`config.mk`:
```
export PLATFORM = sky130hd
export DESIGN_NAME = uart_tx_fifo_reader_flat
export DESIGN_NICKNAME = d
export VERILOG_FILES = /design/src/rtl/uart_pkg.sv /design/src/rtl/uart_tx_fifo_reader_if.sv /design/src/rtl/uart_baud_gen.sv /design/src/rtl/uart_tx_fifo_reader.sv /design/src/flat_wrapper.sv
export SDC_FILE = /design/constraint.sdc
export NUM_CORES = 1
export LEC_CHECK = 0
export ABC_CLOCK_PERIOD_IN_PS = 4650
export CAP_MARGIN = 20
export CORE_MARGIN = 4
export CORE_UTILIZATION = 42
export CTS_BUF_LIST = sky130_fd_sc_hd__clkbuf_4 sky130_fd_sc_hd__clkbuf_8
export CTS_CLUSTER_DIAMETER = 100
export DETAILED_ROUTE_END_ITERATION = 8
export PLACE_DENSITY = 0.63
export SYNTH_ARGS = -nofsm -noshare
export SYNTH_HDL_FRONTEND = slang
export SYNTH_HIERARCHICAL = 1
export SYNTH_SLANG_ARGS = --single-unit
export TNS_END_PERCENT = 30
```
`constraint.sdc`:
```
create_clock -name clk -period 4.65 [get_ports clk]
set_clock_uncertainty 0.2 [all_clocks]
set_input_delay 0.6975 -clock clk [delete_from_list [all_inputs] [get_ports clk]]
set_output_delay 0.6975 -clock clk [all_outputs]
set_load 0.1 [all_outputs]
```
`src/rtl/uart_pkg.sv`:
```
// rtl/uart_pkg.sv - shared UART state encoding and default constants
package uart_pkg;

  localparam int CLKS_PER_BIT_DEFAULT = 868;
  localparam int DATA_WIDTH_DEFAULT   = 8;

  typedef enum logic [2:0] {
    IDLE   = 3'd0,
    POP    = 3'd1,
    LOAD   = 3'd2,
    START  = 3'd3,
    DATA   = 3'd4,
    PARITY = 3'd5,
    STOP   = 3'd6
  } tx_state_t;

endpackage

```
`src/rtl/uart_tx_fifo_reader_if.sv`:
```
// rtl/uart_tx_fifo_reader_if.sv - FIFO read-side handshake between the byte FIFO and its consumer
interface uart_tx_fifo_reader_if
  import uart_pkg::*;
#(
  parameter int DATA_WIDTH = DATA_WIDTH_DEFAULT
);
  logic                  fifo_empty;
  logic [DATA_WIDTH-1:0] fifo_data;
  logic                  fifo_rd_en;

  modport master (input fifo_empty, input fifo_data, output fifo_rd_en);
  modport slave  (output fifo_empty, output fifo_data, input fifo_rd_en);
endinterface

```
`src/rtl/uart_baud_gen.sv`:
```
// rtl/uart_baud_gen.sv - bit-period counter with synchronous clear and terminal-count tick
module uart_baud_gen
  import uart_pkg::*;
#(
  parameter int CLKS_PER_BIT = CLKS_PER_BIT_DEFAULT
) (
  input  logic clk,
  input  logic rst,
  input  logic clear_i,
  output logic tick_o
);
  localparam int             CW = (CLKS_PER_BIT > 1) ? $clog2(CLKS_PER_BIT) : 1;
  localparam logic [CW-1:0]  TC = CW'(CLKS_PER_BIT - 1);

  logic [CW-1:0] cnt_q, cnt_d;

  assign tick_o = (cnt_q == TC) && !clear_i;

  always_comb begin
    cnt_d = cnt_q + CW'(1);
    if (clear_i || tick_o) cnt_d = '0;
  end

  always_ff @(posedge clk or posedge rst) begin
    if (rst) cnt_q <= '0;
    else     cnt_q <= cnt_d;
  end
endmodule

```
`src/rtl/uart_tx_fifo_reader.sv`:
```
// rtl/uart_tx_fifo_reader.sv - UART transmitter that pops bytes from the FIFO and serialises them
module uart_tx_fifo_reader
  import uart_pkg::*;
#(
  parameter int CLKS_PER_BIT = CLKS_PER_BIT_DEFAULT,
  parameter int DATA_WIDTH   = DATA_WIDTH_DEFAULT,
  parameter int PARITY_EN    = 0,
  parameter int PARITY_ODD   = 0,
  parameter int STOP_BITS    = 1
) (
  input  logic                   clk,
  input  logic                   rst,
  input  logic                   enable,
  uart_tx_fifo_reader_if.master  fifo,
  output logic                   tx,
  output logic                   busy,
  output logic                   tx_done
);
  localparam int             IW       = (DATA_WIDTH > 1) ? $clog2(DATA_WIDTH) : 1;
  localparam logic [IW-1:0]  LAST_IDX = IW'(DATA_WIDTH - 1);

  tx_state_t             state_q, state_d;
  logic                  tx_q, tx_d;
  logic                  rd_en_q, rd_en_d;
  logic                  done_q, done_d;
  logic [DATA_WIDTH-1:0] shift_q, shift_d;
  logic [DATA_WIDTH-1:0] data_q, data_d;
  logic [IW-1:0]         bit_idx_q, bit_idx_d;
  logic                  stop_idx_q, stop_idx_d;
  logic                  tick;
  logic                  baud_clear;
  logic                  parity;

  // The baud counter only runs while a bit is on the line, so START always gets a full period.
  assign baud_clear = (state_q == IDLE) || (state_q == POP) || (state_q == LOAD);

  uart_baud_gen #(.CLKS_PER_BIT(CLKS_PER_BIT)) u_baud (
    .clk     (clk),
    .rst     (rst),
    .clear_i (baud_clear),
    .tick_o  (tick)
  );

  assign parity = (^data_q) ^ (PARITY_ODD != 0);

  always_comb begin
    state_d    = state_q;
    tx_d       = tx_q;
    rd_en_d    = 1'b0;
    done_d     = 1'b0;
    shift_d    = shift_q;
    data_d     = data_q;
    bit_idx_d  = bit_idx_q;
    stop_idx_d = stop_idx_q;
    case (state_q)
      IDLE: begin
        tx_d = 1'b1;
        if (enable && !fifo.fifo_empty) begin
          state_d = POP;
          rd_en_d = 1'b1;
        end
      end
      POP:  state_d = LOAD;
      LOAD: begin
        shift_d    = fifo.fifo_data;
        data_d     = fifo.fifo_data;
        tx_d       = 1'b0;
        bit_idx_d  = '0;
        stop_idx_d = 1'b0;
        state_d    = START;
      end
      START: begin
        if (tick) begin
          tx_d    = shift_q[0];
          shift_d = shift_q >> 1;
          state_d = DATA;
        end
      end
      DATA: begin
        if (tick) begin
          if (bit_idx_q == LAST_IDX) begin
            if (PARITY_EN != 0) begin
              tx_d    = parity;
              state_d = PARITY;
            end else begin
              tx_d    = 1'b1;
              state_d = STOP;
            end
          end else begin
            bit_idx_d = bit_idx_q + IW'(1);
            tx_d      = shift_q[0];
            shift_d   = shift_q >> 1;
          end
        end
      end
      PARITY: begin
        if (tick) begin
          tx_d    = 1'b1;
          state_d = STOP;
        end
      end
      STOP: begin
        if (tick) begin
          if ((STOP_BITS == 1) || (stop_idx_q == 1'b1)) begin
            done_d  = 1'b1;
            state_d = IDLE;
          end else begin
            stop_idx_d = 1'b1;
          end
        end
      end
      default: state_d = IDLE;
    endcase
  end

  always_ff @(posedge clk or posedge rst) begin
    if (rst) begin
      state_q    <= IDLE;
      tx_q       <= 1'b1;
      rd_en_q    <= 1'b0;
      done_q     <= 1'b0;
      shift_q    <= '0;
      data_q     <= '0;
      bit_idx_q  <= '0;
      stop_idx_q <= 1'b0;
    end else begin
      state_q    <= state_d;
      tx_q       <= tx_d;
      rd_en_q    <= rd_en_d;
      done_q     <= done_d;
      shift_q    <= shift_d;
      data_q     <= data_d;
      bit_idx_q  <= bit_idx_d;
      stop_idx_q <= stop_idx_d;
    end
  end

  assign fifo.fifo_rd_en = rd_en_q;
  assign tx              = tx_q;
  assign tx_done         = done_q;
  assign busy            = (state_q != IDLE);
endmodule

```
`src/flat_wrapper.sv`:
```
// flat-port wrapper written by rule: the top's interface ports become plain ports
module uart_tx_fifo_reader_flat import uart_pkg::*;
#(
  parameter int CLKS_PER_BIT = CLKS_PER_BIT_DEFAULT,
  parameter int DATA_WIDTH   = DATA_WIDTH_DEFAULT,
  parameter int PARITY_EN    = 0,
  parameter int PARITY_ODD   = 0,
  parameter int STOP_BITS    = 1
)
  (clk, rst, enable, tx, busy, tx_done, fifo_fifo_empty, fifo_fifo_data, fifo_fifo_rd_en);
  uart_tx_fifo_reader_if #(.DATA_WIDTH(DATA_WIDTH)) fifo_i ();
  input  logic clk;
  input  logic rst;
  input  logic enable;
  output logic tx;
  output logic busy;
  output logic tx_done;
  input wire logic [$bits(fifo_i.fifo_empty)-1:0] fifo_fifo_empty;
  input wire logic [$bits(fifo_i.fifo_data)-1:0] fifo_fifo_data;
  output wire logic [$bits(fifo_i.fifo_rd_en)-1:0] fifo_fifo_rd_en;
  assign fifo_i.fifo_empty = fifo_fifo_empty;
  assign fifo_i.fifo_data = fifo_fifo_data;
  assign fifo_fifo_rd_en = fifo_i.fifo_rd_en;
  uart_tx_fifo_reader #(.CLKS_PER_BIT(CLKS_PER_BIT), .DATA_WIDTH(DATA_WIDTH), .PARITY_EN(PARITY_EN), .PARITY_ODD(PARITY_ODD), .STOP_BITS(STOP_BITS)) u_core (.clk(clk), .rst(rst), .enable(enable), .fifo(fifo_i), .tx(tx), .busy(busy), .tx_done(tx_done));
endmodule
```
==> results.sh, run 1 <==
export IMPL_status="finished clean"
export IMPL_cp_slowest_cell="clkdlybuf4s50_1"
export IMPL_htree_levels=1
export IMPL_port_buffers=15
export IMPL_cp_slowest_stage_delay_ns=1.13
export IMPL_clkSlewWorstSetupHoldPaths_ns=0.10
export IMPL_p_per_area_mw_per_mm2=443
export IMPL_critPathLaunch="u_core/state_q[1]"
export IMPL_fin_nets=195
export IMPL_setup_viol=0
export IMPL_hp_class="reg -> reg"
export IMPL_synth_flop_cell="dfrtp_1"
export IMPL_ys_warn_count=6
export IMPL_clock_latency_ns=0.28
export IMPL_hold_depth=2
export IMPL_synth_cells=170
export IMPL_antenna_found_initial=0
export IMPL_overflow=0
export IMPL_synth_edf_count=0
export IMPL_place_gp_congestion=0.785
export IMPL_die_w_um=69.5
export IMPL_synthToLayoutAreaGrowth_pct=12.3
export IMPL_hold_viol=0
export IMPL_drive_gt1_share_pct=10.6
export IMPL_tightestPinTransition_ns=0.965
export IMPL_cts_setup_buffers=0
export IMPL_ys_seq_area_share_pct=42.6
export IMPL_leakage_nw=0.716
export IMPL_grtUsageTotal_pct=14.0
export IMPL_yosysTopAreaCell="dfrtp_1"
export IMPL_seq_area_um2=677
export IMPL_dieHeight_um=69.5
export IMPL_start_util_pct=43.4
export IMPL_slew_headroom_pct=35.5
export IMPL_die_area_mm2=0.00483
export IMPL_worst_ir_drop_vdd_v=0.000272
export IMPL_reg2reg_depth=8
export IMPL_drt_first_pass_iters=4
export IMPL_core_mm2=0.00366
export IMPL_synthDistinctLibCells=46
export IMPL_cp_num_cells=2
export IMPL_cp_top_family="buffers and inverters"
export IMPL_power_mw=0.790
export IMPL_boundaryPins=16
export IMPL_hpwl_um=2310
export IMPL_ant_nets=0
export IMPL_grt_pass1_wl_um=5590
export IMPL_postCtsHoldBufs=0
export IMPL_drc=0
export IMPL_final_cell_mix="dfrtp_1 (26), nor2_1 (16), clkdlybuf4s50_1 (15), nand2_1 (12), o21ai_0 (12)"
export IMPL_fin_setup_tns_ns=0
export IMPL_startpoint_type="flip-flop"
export IMPL_syn_area_mm2=0.00159
export IMPL_crit_path_cell_trace="or3_1, clkdlybuf4s50_1"
export IMPL_grt_max_degree=27
export IMPL_numCtsBuffers=3
export IMPL_drt_total_wl_um=3140
export IMPL_crit_required_ns=3.75
export IMPL_syn_num_nets=185
export IMPL_cts_resized_gates=0
export IMPL_min_period_ns=3.33
export IMPL_cts_root_buf="clkbuf_8"
export IMPL_rsz0062_at_grt="no"
export IMPL_first_iter_violations=108
export IMPL_cp_num_buf_inv=1
export IMPL_cp_endpoint="busy"
export IMPL_cts_tree="yes"
export IMPL_timing_max_cap_violations=0
export IMPL_clk_path_buf_depth=2
export IMPL_ys_ff_latch=27
export IMPL_synth_avg_cell_area_um2=9.34
export IMPL_fill_cells=358
export IMPL_worstReg2RegEnd="u_core/shift_q[3]"
export IMPL_viasPerCell=5.47
export IMPL_ys_async_sr_fraction_pct=100
export IMPL_r2r_setup_slack_ns=1.67
export IMPL_cp_max_fo=26
export IMPL_vias=1242
export IMPL_endpoint_kind="output pin"
export IMPL_numClockSinks=27
export IMPL_reg2reg_from="u_core/u_baud/cnt_q[0]"
export IMPL_critPathArrivalTime_ns=2.43
export IMPL_num_antenna_cells=0
export IMPL_layout_commonest_cell="dfrtp_1"
export IMPL_min_period_over_period_pct=71.6
export IMPL_multi_input_area_um2=812
export IMPL_synth_area_leaders="dfrtp_1 (41%), o21ai_0 (3.8%), nor2_1 (3.8%)"
export IMPL_crit_type="reg -> out"
export IMPL_synth_top_area_share_pct=41.0
export IMPL_slew_violations=0
export IMPL_fp_row_count=22
export IMPL_timing_fmax_mhz=300
export IMPL_grt_pass1_vias=1213
export IMPL_wl_per_cell_um=13.8
layout make-up:
cell class	count	area share, %
flip-flops and latches	27	38.0
well taps	48	3.37
multi-input cells	124	45.5
inverters	9	1.89
clock buffers	3	2.32
repair buffers	15	8.42
clock inverters	1	0.491
state kept, by name (all words and copies together), names as in the netlist:
register                flops
u_core/shift_q              8
u_core/state_q              3
u_core/bit_idx_q            3
u_core/tx                   1
u_core/u_baud/cnt_q        10
u_core/fifo.fifo_rd_en      1
u_core/tx_done              1
synthesized netlist by cell type, types with 2 or more instances:
cell type,instances
nand2_1,12
inv_1,9
nor3b_1,4
nand3_1,6
nand3b_1,3
xor2_1,2
a22oi_1,3
nand4_1,3
a21oi_1,7
nor2_2,4
clkbuf_1,2
or3_1,5
a21oi_2,4
buf_6,2
buf_2,4
o31ai_1,2
a32o_1,2
nand2b_1,3
ha_1,3
nor2_1,16
dfrtp_1,26
o21ai_0,12
buf_4,2
o21ai_1,2
o22ai_1,6
mux2i_1,5
nor2b_1,2
layer usage:
metal  vias up  routed length (um)  global-route usage, %
met5         -                   0                      0
met4         0                  31                   3.47
met3         4                 111                   3.77
met2        21                1600                   23.6
met1       593                1400                   17.7
li1        624                   -                      -
cell families after synthesis:
kind of cell,Yosys count,share of synthesized area (%)
xor+xnor,3,1.66
fa+ha+maj,3,2.36
buf+inv,19,6.23
compound gates,46,19.9
simple gates,67,24.1
mux,5,3.15
flops,27,42.6
where the power goes:
| group | internal [mW] | switching, mW | total, mW |
|---|---|---|---|
| Combinational | 0.121 | 0.156 | 0.277 |
| Clock | 0.0630 | 0.0793 | 0.142 |
| Sequential | 0.298 | 0.0729 | 0.371 |
how the worst min path moves through the flow:
stage                        start             endpoint  slack [ns]
2_1_floorplan  u_core/bit_idx_q[1]  u_core/bit_idx_q[1]        0.27
5_1_grt          u_core/shift_q[7]    u_core/shift_q[7]        0.36
6_report         u_core/shift_q[7]    u_core/shift_q[7]        0.34
3_3_place_gp   u_core/bit_idx_q[1]  u_core/bit_idx_q[1]        0.30
4_1_cts          u_core/shift_q[7]    u_core/shift_q[7]        0.34
3_5_place_dp     u_core/shift_q[7]    u_core/shift_q[7]        0.32
through the flow:
step,setup slack [ns],hold WS (ns),util (%),instance area (um^2),std cells
6_report,1.32,0.338,48.7,1780,227
5_1_grt,1.20,0.357,48.7,1780,227
4_1_cts,1.32,0.339,48.7,1780,227
3_5_place_dp,1.64,0.324,47.3,1730,223
3_3_place_gp,1.67,0.296,47.3,1730,223
2_1_floorplan,2.32,0.272,-,1590,170
worst register-to-register path, delay by kind of cell (launching register included):
| family | cells | cell delay, ns |
|---|---|---|
| AND/OR/NAND/NOR | 5 | 1.35 |
| AO/OA/AOI/OAI | 2 | 0.60 |
| flip-flops | 1 | 0.46 |
| adder cells (fa/ha/maj) | 1 | 0.29 |
No activity file was read; power rests on OpenSTA's default activity.
==> run 2: changes to the inputs <==
--- a/config.mk
+++ b/config.mk
@@ -5,14 +5,14 @@
 export SDC_FILE = /design/constraint.sdc
 export NUM_CORES = 1
 export LEC_CHECK = 0
-export ABC_CLOCK_PERIOD_IN_PS = 4650
+export ABC_CLOCK_PERIOD_IN_PS = 2830
 export CAP_MARGIN = 20
 export CORE_MARGIN = 4
 export CORE_UTILIZATION = 42
 export CTS_BUF_LIST = sky130_fd_sc_hd__clkbuf_4 sky130_fd_sc_hd__clkbuf_8
 export CTS_CLUSTER_DIAMETER = 100
 export DETAILED_ROUTE_END_ITERATION = 8
-export PLACE_DENSITY = 0.63
+export PLACE_DENSITY = 0.65
 export SYNTH_ARGS = -nofsm -noshare
 export SYNTH_HDL_FRONTEND = slang
 export SYNTH_HIERARCHICAL = 1
==> constraint.sdc (replaced) <==
create_clock -name clk -period 2.83 [get_ports clk]
set_clock_uncertainty 0.2 [all_clocks]
set_input_delay 0.4245 -clock clk [delete_from_list [all_inputs] [get_ports clk]]
set_output_delay 0.4245 -clock clk [all_outputs]
set_load 0.1 [all_outputs]
==> run 2 against run 1 <==
Total power is 64% higher; core utilization rose by 0.44 points; clock-buffer cell count unchanged; largest power group unchanged; non-clock buffer count is 4 higher; register-to-register slack worse by 1.3 ns; flip-flop and latch count unchanged; die area is the same; cell count is 1.8% higher.
==> results.sh, run 2 (synthesized netlist as in run 1, its figures left out) <==
export IMPL_status="finished clean"
export IMPL_grt_max_degree=26
export IMPL_cp_max_fo=15
export IMPL_cts_resized_gates=0
export IMPL_die_area_mm2=0.00483
export IMPL_tightestPinTransition_ns=0.656
export IMPL_hp_class="in -> async"
export IMPL_numCtsBuffers=3
export IMPL_slew_violations=0
export IMPL_viasPerCell=5.56
export IMPL_grt_use_met2_pct=25.2
export IMPL_crit_required_ns=2.82
export IMPL_min_period_over_period_pct=87.8
export IMPL_place_gp_congestion=0.849
export IMPL_power_mw=1.29
export IMPL_port_buffers=15
export IMPL_hpwl_um=2360
export IMPL_cp_num_buf_inv=1
export IMPL_largest_reg_flops=10
export IMPL_p_per_area_mw_per_mm2=719
export IMPL_cp_slowest_stage_delay_ns=0.45
export IMPL_drt_first_pass_iters=4
export IMPL_fill_cells=355
export IMPL_num_antenna_cells=0
export IMPL_placed_cells=227
export IMPL_fin_nets=199
export IMPL_cp_slowest_cell="dfrtp_1"
export IMPL_ant_nets=0
export IMPL_vias=1285
export IMPL_fin_cells=231
export IMPL_rsz0062_at_grt="no"
export IMPL_overflow=0
export IMPL_synthToLayoutAreaGrowth_pct=13.3
export IMPL_htree_levels=1
export IMPL_timing_fmax_mhz=402
export IMPL_wl_per_cell_um=13.7
export IMPL_met3_usage_pct=3.48
export IMPL_worst_ir_drop_vdd_v=0.000354
export IMPL_slew_headroom_pct=56.2
export IMPL_dieHeight_um=69.5
export IMPL_numClockSinks=27
export IMPL_drive_gt1_share_pct=14.8
export IMPL_final_cell_mix="dfrtp_1 (26), nor2_1 (16), nand2_1 (12), o21ai_0 (12), clkdlybuf4s50_1 (11)"
export IMPL_fin_util_pct=49.1
export IMPL_first_iter_violations=125
export IMPL_startpoint_type="flip-flop"
export IMPL_endpoint_kind="flip-flop"
export IMPL_postCtsHoldBufs=0
export IMPL_busiest_layer="met2"
export IMPL_layout_commonest_cell="dfrtp_1"
export IMPL_clock_latency_ns=0.27
export IMPL_seq_area_um2=677
export IMPL_leakage_nw=0.740
export IMPL_clkSlewWorstSetupHoldPaths_ns=0.09
export IMPL_timing_max_cap_violations=0
export IMPL_reg_top3="u_core/u_baud/cnt_q: 10 flops, u_core/shift_q: 8 flops"
export IMPL_use_met1_pct=16.6
export IMPL_cts_root_buf="clkbuf_8"
export IMPL_hold_viol=0
export IMPL_antenna_found_initial=0
export IMPL_cts_setup_buffers=0
export IMPL_cp_top_family="simple AND/OR/NAND/NOR gates"
export IMPL_fin_setup_tns_ns=0
export IMPL_start_util_pct=43.4
export IMPL_core_mm2=0.00366
export IMPL_die_w_um=69.5
export IMPL_grt_pass1_wl_um=5630
export IMPL_cts_tree="yes"
export IMPL_grtUsageTotal_pct=13.9
export IMPL_clk_path_buf_depth=2
export IMPL_fp_row_count=22
export IMPL_boundaryPins=16
export IMPL_drt_total_wl_um=3160
export IMPL_setup_viol=0
export IMPL_crit_path_cell_trace="ha_1, and4bb_1, nand4_1, nor2_1, buf_4, nand2b_1, a22o_1, nand2_1, o22ai_1"
export IMPL_drc=0
export IMPL_grt_pass1_vias=1305
export IMPL_min_period_ns=2.49
export IMPL_multi_input_area_um2=812
export IMPL_max_flop_register="u_core/u_baud/cnt_q"
export IMPL_critPathArrivalTime_ns=2.47
export IMPL_crit_type="reg -> reg"
==> run 2: report_power, final <==
| part | internal (mW) | switching [mW] | leakage, nW |
|---|---|---|---|
| clock | 0.0985 | 0.117 | 0.0255 |
| sequential | 0.490 | 0.0913 | 0.338 |
| combinational | 0.205 | 0.292 | 0.376 |
==> run 2: final timing paths <==
check | start | end | slack [ns] | cells past startpoint
worst min-delay path | rst | u_core/u_baud/cnt_q[5] | 0.27 | 2
max in group asynchronous | rst | u_core/shift_q[1] | 1.63 | 2
worst max-delay path | u_core/u_baud/cnt_q[0] | u_core/shift_q[3] | 0.34 | 9
worst min register to register | u_core/bit_idx_q[1] | u_core/bit_idx_q[1] | 0.34 | 2
worst max register to register | u_core/u_baud/cnt_q[0] | u_core/shift_q[3] | 0.34 | 9
min in group clk | u_core/bit_idx_q[1] | u_core/bit_idx_q[1] | 0.34 | 2
==> run 2: final cells by class <==
cell class | instances | area share, %
Inverter | 9 | 1.88
Multi-Input combinational cell | 124 | 45.1
Clock buffer | 3 | 2.29
Sequential cell | 27 | 37.6
Clock inverter | 1 | 0.278
Timing Repair Buffer | 19 | 9.46
Tap cell | 48 | 3.34
==> run 2: worst reg2reg max path, cell delays in order, from the launching register on <==
cell,delay (ns)
dfrtp_1,0.45
ha_1,0.29
and4bb_1,0.27
nand4_1,0.10
nor2_1,0.14
buf_4,0.19
nand2b_1,0.11
a22o_1,0.43
nand2_1,0.09
o22ai_1,0.14
==> run 2: metal layers <==
metal	share of wire, %	up-vias	wire (um)
li1	-	631	-
met3	3.1	2	97
met5	0	-	0
met2	53	15	1690
met1	43	637	1360
met4	0.60	0	19
==> run 2: metrics by stage <==
stage / worst slack [ns] / hold WS [ns] / instance area [um^2]
2_1_floorplan: 0.733 / 0.0647 / 1590
3_3_place_gp: 0.513 / 0.295 / 1750
3_5_place_dp: 0.394 / 0.312 / 1750
4_1_cts: 0.371 / 0.276 / 1800
5_1_grt: 0.0674 / 0.293 / 1800
6_report: 0.345 / 0.274 / 1800
==> run 3: changes to the inputs <==
--- a/config.mk
+++ b/config.mk
@@ -13,6 +13,7 @@
 export CTS_CLUSTER_DIAMETER = 100
 export DETAILED_ROUTE_END_ITERATION = 8
 export PLACE_DENSITY = 0.65
+export RECOVER_POWER = 25
 export SYNTH_ARGS = -nofsm -noshare
 export SYNTH_HDL_FRONTEND = slang
 export SYNTH_HIERARCHICAL = 1
==> run 3 against run 2 <==
Critical path depth is the same; total power is essentially flat; critical endpoint unchanged; combinational power is essentially flat; non-clock buffer count is the same.
==> results.sh, run 3 (synthesized netlist as in run 1, its figures left out) <==
export IMPL_dieHeight_um=69.5
export IMPL_max_flop_register="u_core/u_baud/cnt_q"
export IMPL_clkSlewWorstSetupHoldPaths_ns=0.09
export IMPL_hp_class="reg -> reg"
export IMPL_viasPerCell=5.56
export IMPL_fin_setup_tns_ns=0
export IMPL_boundaryPins=16
export IMPL_antenna_found_initial=0
export IMPL_die_area_mm2=0.00483
export IMPL_timing_fmax_mhz=402
export IMPL_whs_ns=0.336
export IMPL_min_period_ns=2.49
export IMPL_rsz0062_at_grt="no"
export IMPL_final_cell_mix="dfrtp_1 (26), nor2_1 (16), nand2_1 (12), o21ai_0 (12), clkdlybuf4s50_1 (10)"
export IMPL_cts_setup_buffers=0
export IMPL_largest_reg_flops=10
export IMPL_pre_cts_slack_ns=0.394
export IMPL_setup_slack_ns=0.345
export IMPL_tightestPinTransition_ns=0.656
export IMPL_cp_slowest_cell="dfrtp_1"
export IMPL_startpoint_type="flip-flop"
export IMPL_overflow=0
export IMPL_drc=0
export IMPL_reg2reg_depth=9
export IMPL_synthToLayoutAreaGrowth_pct=13.3
export IMPL_start_util_pct=43.4
export IMPL_grtUsageTotal_pct=13.9
export IMPL_slew_violations=0
export IMPL_setup_viol=0
export IMPL_wl_per_cell_um=13.7
export IMPL_min_period_over_period_pct=87.8
export IMPL_worst_ir_drop_vdd_v=0.000354
export IMPL_drive_gt1_share_pct=14.8
export IMPL_leakage_nw=0.740
export IMPL_port_buffers=15
export IMPL_status="finished clean"
export IMPL_critPathArrivalTime_ns=2.47
export IMPL_cts_resized_gates=0
export IMPL_grt_pass1_wl_um=5630
export IMPL_htree_levels=1
export IMPL_numClockSinks=27
export IMPL_drt_total_wl_um=3160
export IMPL_reg_top3="u_core/u_baud/cnt_q: 10 flops, u_core/shift_q: 8 flops"
export IMPL_vias=1285
export IMPL_fin_util_pct=49.1
export IMPL_fp_row_count=22
export IMPL_cp_max_fo=15
export IMPL_num_antenna_cells=0
export IMPL_core_mm2=0.00366
export IMPL_cts_root_buf="clkbuf_8"
export IMPL_ant_nets=0
export IMPL_r2r_setup_slack_ns=0.34
export IMPL_place_gp_congestion=0.849
export IMPL_first_iter_violations=125
export IMPL_p_per_area_mw_per_mm2=719
export IMPL_endpoint_kind="flip-flop"
export IMPL_cts_tree="yes"
export IMPL_crit_required_ns=2.82
export IMPL_fin_nets=199
export IMPL_power_mw=1.29
export IMPL_cp_slowest_stage_delay_ns=0.45
export IMPL_crit_type="reg -> reg"
export IMPL_clock_latency_ns=0.27
export IMPL_hold_viol=0
export IMPL_crit_path_cell_trace="ha_1, and4bb_1, nand4_1, nor2_1, buf_4, nand2b_1, a22o_1, nand2_1, o22ai_1"
export IMPL_hold_depth=2
export IMPL_clk_path_buf_depth=2
export IMPL_drt_first_pass_iters=4
export IMPL_hpwl_um=2360
export IMPL_grt_pass1_vias=1305
export IMPL_die_w_um=69.5
export IMPL_postCtsHoldBufs=0
export IMPL_grt_max_degree=26
export IMPL_fill_cells=355
export IMPL_layout_commonest_cell="dfrtp_1"
export IMPL_slew_headroom_pct=56.2
export IMPL_timing_max_cap_violations=0
export IMPL_numCtsBuffers=3
run 3: cell types whose count changed in the layout (fill, tap and decap cells not counted):
cell,before,now
clkdlybuf4s50_1,11,10
dlygate4sd3_1,0,1
run 3: area by class of cell:
class,count,area [um^2],share of cell area (%)
clock inverter,1,5.00,0.278
sequential,27,677,37.6
tap,48,60.1,3.34
timing repair buffer,19,170,9.46
multi-input combinational,124,812,45.1
inverter,9,33.8,1.88
clock buffer,3,41.3,2.29
run 3: per-layer routing:
metal	vias up	part of all wire [%]	routed length, um	global-route usage (%)
li1	631	-	-	-
met1	637	43	1360	16.6
met2	15	53	1690	25.2
met3	2	3.1	97	3.48
met4	0	0.60	19	2.82
met5	-	0	0	0
run 3: stage by stage:
stage / instances / cell area (um^2)
after global routing: 231 / 1800
after CTS: 231 / 1800
after detailed placement: 227 / 1750
final: 231 / 1800
after global placement: 227 / 1750
after floorplan: 170 / 1590
run 3: where the power goes:
| part | switching (mW) | total [mW] | internal [mW] |
|---|---|---|---|
| sequential | 0.0913 | 0.581 | 0.490 |
| combinational | 0.292 | 0.496 | 0.205 |
| clock | 0.117 | 0.215 | 0.0985 |
| total | 0.500 | 1.29 | 0.793 |
run 3: worst max-delay path, delay by kind of cell (launching register included):
family / cells / cell delay (ns)
flip-flops: 1 / 0.45
buffers and inverters: 1 / 0.19
AO/OA/AOI/OAI: 2 / 0.57
AND/OR/NAND/NOR: 5 / 0.70
adder cells (fa/ha/maj): 1 / 0.28
run 3: worst paths after layout:
check / from / to
hold / removal: u_core/bit_idx_q[1] / u_core/bit_idx_q[1]
hold reg to reg: u_core/bit_idx_q[1] / u_core/bit_idx_q[1]
setup / recovery: u_core/u_baud/cnt_q[0] / u_core/shift_q[3]
min in group asynchronous: rst / u_core/u_baud/cnt_q[5]
setup reg to reg: u_core/u_baud/cnt_q[0] / u_core/shift_q[3]
max in group asynchronous: rst / u_core/shift_q[1]
